===== src/rtl/result_display_if.sv =====
// Result/display bundle between the calculator's result mux and the display stage.
// The master drives the result and strobe; the slave returns busy and the display pins.
interface result_display_if;
    logic [8:0] res_in;
    logic       res_load;
    logic       busy;
    logic [3:0] an;
    logic [6:0] seg;
    logic       dp;

    modport master (output res_in, output res_load,
                    input  busy, input an, input seg, input dp);
    modport slave  (input  res_in, input res_load,
                    output busy, output an, output seg, output dp);
endinterface


===== src/rtl/result_display.sv =====
// Signed 9-bit result -> sign + 3 BCD digits (sequential double-dabble),
// shown on a 4-digit multiplexed active-low 7-segment display.
//
// state  | meaning
// S_IDLE | waiting for res_load; displayed digits are stable
// S_CONV | double-dabble running, one iteration per clock for 9 clocks
module result_display #(
    parameter int REFRESH_DIV = 50000,
    parameter int CNT_W       = 16
) (
    input  logic       clk,
    input  logic       rst_n,
    result_display_if.slave bus
);
    localparam logic [6:0] SEG_BLANK = 7'b1111111;
    localparam logic [6:0] SEG_MINUS = 7'b0111111;

    typedef enum logic {S_IDLE, S_CONV} state_t;

    state_t     state;
    logic       busy_r;
    logic [8:0] mag;
    logic [11:0] bcd;
    logic [3:0] iter;
    logic       sign_pend;

    logic [3:0] hund;
    logic [3:0] tens;
    logic [3:0] units;
    logic       sign;

    logic [CNT_W-1:0] rcnt;
    logic             tick;
    logic [1:0]       idx;
    logic [3:0]       an_r;
    logic [6:0]       seg_r;
    logic [3:0]       an_sel;
    logic [6:0]       seg_sel;

    logic [11:0] bcd_adj;
    logic [11:0] bcd_next;

    function automatic logic [6:0] digit_seg(input logic [3:0] d);
        logic [6:0] s;
        case (d)
            4'd0:    s = 7'b1000000;
            4'd1:    s = 7'b1111001;
            4'd2:    s = 7'b0100100;
            4'd3:    s = 7'b0110000;
            4'd4:    s = 7'b0011001;
            4'd5:    s = 7'b0010010;
            4'd6:    s = 7'b0000010;
            4'd7:    s = 7'b1111000;
            4'd8:    s = 7'b0000000;
            4'd9:    s = 7'b0010000;
            default: s = SEG_BLANK;
        endcase
        return s;
    endfunction

    function automatic logic [3:0] dabble(input logic [3:0] n);
        return (n >= 4'd5) ? n + 4'd3 : n;
    endfunction

    always_comb begin
        bcd_adj  = {dabble(bcd[11:8]), dabble(bcd[7:4]), dabble(bcd[3:0])};
        bcd_next = {bcd_adj[10:0], mag[8]};
    end

    // Digits and sign are only written on the last iteration, so the
    // display never sees a half-converted value.
    always_ff @(posedge clk or negedge rst_n) begin
        if (!rst_n) begin
            state     <= S_IDLE;
            busy_r    <= 1'b0;
            mag       <= '0;
            bcd       <= '0;
            iter      <= '0;
            sign_pend <= 1'b0;
            hund      <= '0;
            tens      <= '0;
            units     <= '0;
            sign      <= 1'b0;
        end else begin
            case (state)
                S_IDLE: begin
                    if (bus.res_load) begin
                        sign_pend <= bus.res_in[8];
                        mag       <= bus.res_in[8] ? (~bus.res_in + 9'd1) : bus.res_in;
                        bcd       <= '0;
                        iter      <= 4'd9;
                        busy_r    <= 1'b1;
                        state     <= S_CONV;
                    end
                end
                S_CONV: begin
                    bcd  <= bcd_next;
                    mag  <= {mag[7:0], 1'b0};
                    iter <= iter - 4'd1;
                    if (iter == 4'd1) begin
                        hund   <= bcd_next[11:8];
                        tens   <= bcd_next[7:4];
                        units  <= bcd_next[3:0];
                        sign   <= sign_pend;
                        busy_r <= 1'b0;
                        state  <= S_IDLE;
                    end
                end
                default: state <= S_IDLE;
            endcase
        end
    end

    assign tick = (rcnt == CNT_W'(REFRESH_DIV - 1));

    always_comb begin
        an_sel  = 4'b1111;
        seg_sel = SEG_BLANK;
        case (idx)
            2'd0: begin
                an_sel  = 4'b1110;
                seg_sel = digit_seg(units);
            end
            2'd1: begin
                an_sel  = 4'b1101;
                seg_sel = (hund == 4'd0 && tens == 4'd0) ? SEG_BLANK : digit_seg(tens);
            end
            2'd2: begin
                an_sel  = 4'b1011;
                seg_sel = (hund == 4'd0) ? SEG_BLANK : digit_seg(hund);
            end
            default: begin
                an_sel  = 4'b0111;
                seg_sel = sign ? SEG_MINUS : SEG_BLANK;
            end
        endcase
    end

    // The slot for the current index is latched on the tick that also
    // advances the index, so the first tick after reset shows the units.
    always_ff @(posedge clk or negedge rst_n) begin
        if (!rst_n) begin
            rcnt  <= '0;
            idx   <= '0;
            an_r  <= 4'b1111;
            seg_r <= SEG_BLANK;
        end else if (tick) begin
            rcnt  <= '0;
            idx   <= idx + 2'd1;
            an_r  <= an_sel;
            seg_r <= seg_sel;
        end else begin
            rcnt <= rcnt + CNT_W'(1);
        end
    end

    assign bus.busy = busy_r;
    assign bus.an   = an_r;
    assign bus.seg  = seg_r;
    assign bus.dp   = 1'b1;
endmodule


===== src/flat_wrapper.sv =====
// flat-port wrapper written by rule: the top's interface ports become plain ports
module result_display_flat 
#(
    parameter int REFRESH_DIV = 50000,
    parameter int CNT_W       = 16
)
  (clk, rst_n, bus_res_in, bus_res_load, bus_busy, bus_an, bus_seg, bus_dp);
  result_display_if bus_i ();
  input  logic clk;
  input  logic rst_n;
  input wire logic [$bits(bus_i.res_in)-1:0] bus_res_in;
  input wire logic [$bits(bus_i.res_load)-1:0] bus_res_load;
  output wire logic [$bits(bus_i.busy)-1:0] bus_busy;
  output wire logic [$bits(bus_i.an)-1:0] bus_an;
  output wire logic [$bits(bus_i.seg)-1:0] bus_seg;
  output wire logic [$bits(bus_i.dp)-1:0] bus_dp;
  assign bus_i.res_in = bus_res_in;
  assign bus_i.res_load = bus_res_load;
  assign bus_busy = bus_i.busy;
  assign bus_an = bus_i.an;
  assign bus_seg = bus_i.seg;
  assign bus_dp = bus_i.dp;
  result_display #(.REFRESH_DIV(REFRESH_DIV), .CNT_W(CNT_W)) u_core (.clk(clk), .rst_n(rst_n), .bus(bus_i));
endmodule

===== config.mk =====
export PLATFORM = sky130hd
export DESIGN_NAME = result_display_flat
export DESIGN_NICKNAME = d
export VERILOG_FILES = /design/src/rtl/result_display_if.sv /design/src/rtl/result_display.sv /design/src/flat_wrapper.sv
export SDC_FILE = /design/constraint.sdc
export NUM_CORES = 1
export LEC_CHECK = 0
export ABC_AREA = 1
export CAP_MARGIN = 0
export CELL_PAD_IN_SITES_DETAIL_PLACEMENT = 1
export CELL_PAD_IN_SITES_GLOBAL_PLACEMENT = 1
export CORE_UTILIZATION = 45
export DETAILED_ROUTE_END_ITERATION = 8
export GPL_TIMING_DRIVEN = 0
export HOLD_SLACK_MARGIN = 0.1
export PLACE_DENSITY = 0.88
export SLEW_MARGIN = 20
export SYNTH_ARGS = -nofsm -noshare
export SYNTH_HDL_FRONTEND = slang
export SYNTH_SLANG_ARGS = --single-unit

===== constraint.sdc =====
create_clock -name clk -period 2.2 [get_ports clk]
set_clock_uncertainty 0.2 [all_clocks]
set_input_delay 0.44 -clock clk [delete_from_list [all_inputs] [get_ports clk]]
set_output_delay 0.44 -clock clk [all_outputs]
set_load 0.02 [all_outputs]

==> results.yml <==
detailed_routing:
  dr_total_vias: 3632
  postRouteAntennaNets: 0
  route.met2.wl_um: 5480
  drt-vias-per-instance: 5.08
  drc: 0
  routed.top_layer: "met4"
  initialDrtViolationCount: 77
  route.layer.met1.wl_um: 4420
  totalWireLength_um: 10300
  met3_wirelength_from_detailed_routing_um: 262
  routed_wire_length_per_instance_um: 14.5
  firstDrtPassIters: 4
floorplanning:
  num_io_pins: 25
  fp.dieH_um: 99.7
  dieWidth_um: 99.7
  dieArea_um2: 9930
  std_cell_rows: 35
  core_area_um2: 9240
  floorplan.initialDensity_pct: 46.5
clock_tree:
  clock_latency_ns: 0.36
  cts_buffers: 9
  ctsHoldBuffers: 1
  clock_tree.buffer_depth: 2
  post-cts-setup-buffers: 0
  cts.htree.levels: 3
  clk_transition_reported_paths_ns: 0.08
  cts_tree: "yes"
  cts-root-buf: "sky130_fd_sc_hd__clkbuf_8"
  post_cts_resize_count: 0
  numClockSinks: 70
critical_path:
  timing.critical_path.required_ns: 1.56
  crit_path_cell_trace: "clkdlybuf4s50_1"
  critical-path-max-stage-delay_ns: 0.59
  crit_path_start_kind: "flip-flop"
  worst_path_dominant_cell_family: "buffers and inverters"
  critical_path_buf_inv_count: 1
  arrival_ns: 1.49
  worst_path_max_delay_cell: "sky130_fd_sc_hd__clkdlybuf4s50_1"
  critPathMaxFanout: 2
  reg_to_reg_setup_timing_slack_ns: 0.30
  setup.worst_path.end_class: "output pin"
  crit_type: "reg -> out"
yosys:
  netlist_area_um2: 4290
  syn_area_per_cell_um2: 7.85
  synthCells: 547
  yosys_register_bits: 70
  synth.yosys.warnings: 0
  synth.yosys.seq_area_share_pct: 41.1
  synthDominantCellAreaShare_pct: 34.4
  synth_nets: 592
  synthTopCellsByArea: "sky130_fd_sc_hd__dfrtp_1 (34%), sky130_fd_sc_hd__nand2_1 (12%), sky130_fd_sc_hd__ha_1 (9.6%)"
  synth.distinct_cells: 37
  synth_top_cell_by_area: "sky130_fd_sc_hd__dfrtp_1"
grt:
  grt_antenna_before_repair: 0
  grt_remaining_overflow: 0
  via_count_of_the_first_global_routing_pass: 3857
  grt_use_total_pct: 22.8
  grt_max_degree: 55
  grt_pass1_wl_um: 18000
sta:
  rsz0062_at_grt: "false"
  setup-tns-final_ns: 0
  fmax_mhz: 470
  slew_headroom_pct: 66.5
  timing.hold.ws_ns: 0.256
  report.final.setup_viol: 0
  timing.final.max_slew_violations: 0
  worst-slew-pin-transition_ns: 0.502
  post-route-period-util_pct: 96.6
  finalHoldViolCount: 0
  finalWorstPathRequiredPeriod_ns: 2.13
power:
  total_leakage_power_nw: 2.40
  ir_drop_mv: 0.443
  power.density_cell_area_nw_per_um2: 1070
final_layout:
  inserted_diodes: 0
  final_core_util_pct: 53.1
  fillers: 1162
  multiInputGateArea_um2: 2160
  mostFrequentLayoutCell: "sky130_fd_sc_hd__nand2_1"
  fraction_of_layout_instances_using_a_drive_strength_above_1_pct: 10.4
  area.sequential_um2: 1770
  num-nets-final: 627
  syn2layout_area_growth_pct: 14.3
  layoutNonFillerInstCount: 715
  mostFrequentLayoutCells: "sky130_fd_sc_hd__nand2_1 (133), sky130_fd_sc_hd__inv_1 (79), sky130_fd_sc_hd__dfrtp_1 (59)"
  postLayoutCellArea_um2: 4910
flow_run:
  max_cap_violations: 0
hold_path:
  min-delay-path-class: "in -> reg"
status:
  status: "finished, final reports clean"
placement:
  placement.io_buffers: 22
  placed_area_um2: 4700
  place_hpwl_um: 7890
  post-place-cells: 699
  finalWeightedCongestion: 0.809
==> final cells by class <==
type / instances / area share, %
multi-input combinational: 384 / 44.0
tap: 129 / 3.29
buffer: 8 / 1.02
timing repair buffer: 24 / 5.20
inverter: 85 / 6.50
sequential: 70 / 36.0
clock inverter: 5 / 1.20
clock buffer: 10 / 2.81
==> final timing paths <==
path / startpoint / endpoint / depth (start not counted)
min in group asynchronous: rst_n / u_core.rcnt[12]$_DFF_PN0_ / 2
worst max register to register: u_core.bcd[0]$_DFFE_PN0P_ / u_core.units[2]$_DFFE_PN0P_ / 7
worst max-delay path: u_core.bus.an[1]$_DFFE_PN1N_ / bus_an[1] / 1
max in group asynchronous: rst_n / u_core.bcd[10]$_DFFE_PN0P_ / 3
worst min-delay path: bus_res_in[8] / u_core.mag[1]$_DFFE_PN0P_ / 3
worst min register to register: u_core.bus.an[3]$_DFFE_PN1N_ / u_core.bus.an[3]$_DFFE_PN1N_ / 2
==> synth_stat cells <==
cell type and count:
sky130_fd_sc_hd__nand2_1 133, sky130_fd_sc_hd__inv_1 79, sky130_fd_sc_hd__dfrtp_1 59, sky130_fd_sc_hd__nor2_1 51
sky130_fd_sc_hd__o21ai_0 51, sky130_fd_sc_hd__nand3_1 36, sky130_fd_sc_hd__ha_1 33, sky130_fd_sc_hd__xor2_1 14
sky130_fd_sc_hd__dfstp_2 11, sky130_fd_sc_hd__a21oi_1 10, sky130_fd_sc_hd__o22ai_1 9, sky130_fd_sc_hd__a22oi_1 7
sky130_fd_sc_hd__nor2_2 5, sky130_fd_sc_hd__buf_2 4, sky130_fd_sc_hd__inv_2 4, sky130_fd_sc_hd__o21ai_1 4
sky130_fd_sc_hd__nand2_2 3, sky130_fd_sc_hd__nand3_2 3, sky130_fd_sc_hd__nor2_4 3, sky130_fd_sc_hd__nor3_2 3
sky130_fd_sc_hd__o31ai_1 3, sky130_fd_sc_hd__a21oi_2 2, sky130_fd_sc_hd__buf_4 2, sky130_fd_sc_hd__clkinv_1 2
sky130_fd_sc_hd__nand3_4 2, sky130_fd_sc_hd__o221ai_1 2, sky130_fd_sc_hd__xnor2_1 2, sky130_fd_sc_hd__a31oi_1 1
sky130_fd_sc_hd__buf_6 1, sky130_fd_sc_hd__clkbuf_1 1, sky130_fd_sc_hd__conb_1 1, sky130_fd_sc_hd__nand4_1 1
sky130_fd_sc_hd__nor3_1 1, sky130_fd_sc_hd__nor4_1 1, sky130_fd_sc_hd__nor4_4 1, sky130_fd_sc_hd__o211ai_1 1
sky130_fd_sc_hd__o21bai_1 1
==> layer usage <==
layer,vias up,track usage (%)
met4,0,8.14
met5,-,0
met3,17,3.23
met1,1752,26.4
li1,1815,-
met2,48,42.5
==> flip-flops by register name, summed over array words and instances, names as in the netlist, 2 cells and up <==
signal          count
u_core.bus.seg      7
u_core.bcd         12
u_core.idx          2
u_core.hund         4
u_core.iter         4
u_core.rcnt        16
u_core.bus.an       4
u_core.units        4
u_core.tens         4
u_core.mag          9
==> cells by family (layout without fill, tap and decap cells) <==
group	Yosys count	count (layout)	synth area share, %
and+or+nand+nor	243	243	25.4
DFF	70	70	41.1
AOI/OAI and AO/OA	91	91	12.0
adders and majority gates	33	33	9.62
buffers and inverters	93	132	8.60
other	1	1	0.0874
xor gates and xnor gates	16	16	3.26
==> worst register-to-register path, stage by stage, from the launching register on <==
cell and delay, ns:
sky130_fd_sc_hd__dfrtp_1 0.41, sky130_fd_sc_hd__inv_1 0.12, sky130_fd_sc_hd__ha_1 0.16, sky130_fd_sc_hd__inv_1 0.06, sky130_fd_sc_hd__o21ai_0 0.25, sky130_fd_sc_hd__nand2_1 0.16
sky130_fd_sc_hd__o21ai_0 0.29, sky130_fd_sc_hd__o21ai_0 0.13
==> power breakdown <==
group	switching (mW)	total, mW	internal [mW]
Combinational	1.46	2.23	0.774
Sequential	0.298	1.94	1.64
Clock	0.519	1.07	0.550
Total	2.28	5.24	2.96
==> per-stage QoR <==
stage / power [mW] / setup slack (ns)
2_1_floorplan: 3.50 / 0.626
5_1_grt: 5.72 / 0.0367
3_3_place_gp: 3.97 / -1.89
3_5_place_dp: 4.18 / 0.132
6_report: 5.24 / 0.0741
4_1_cts: 5.28 / 0.0579
No activity file was read; power rests on OpenSTA's default activity.
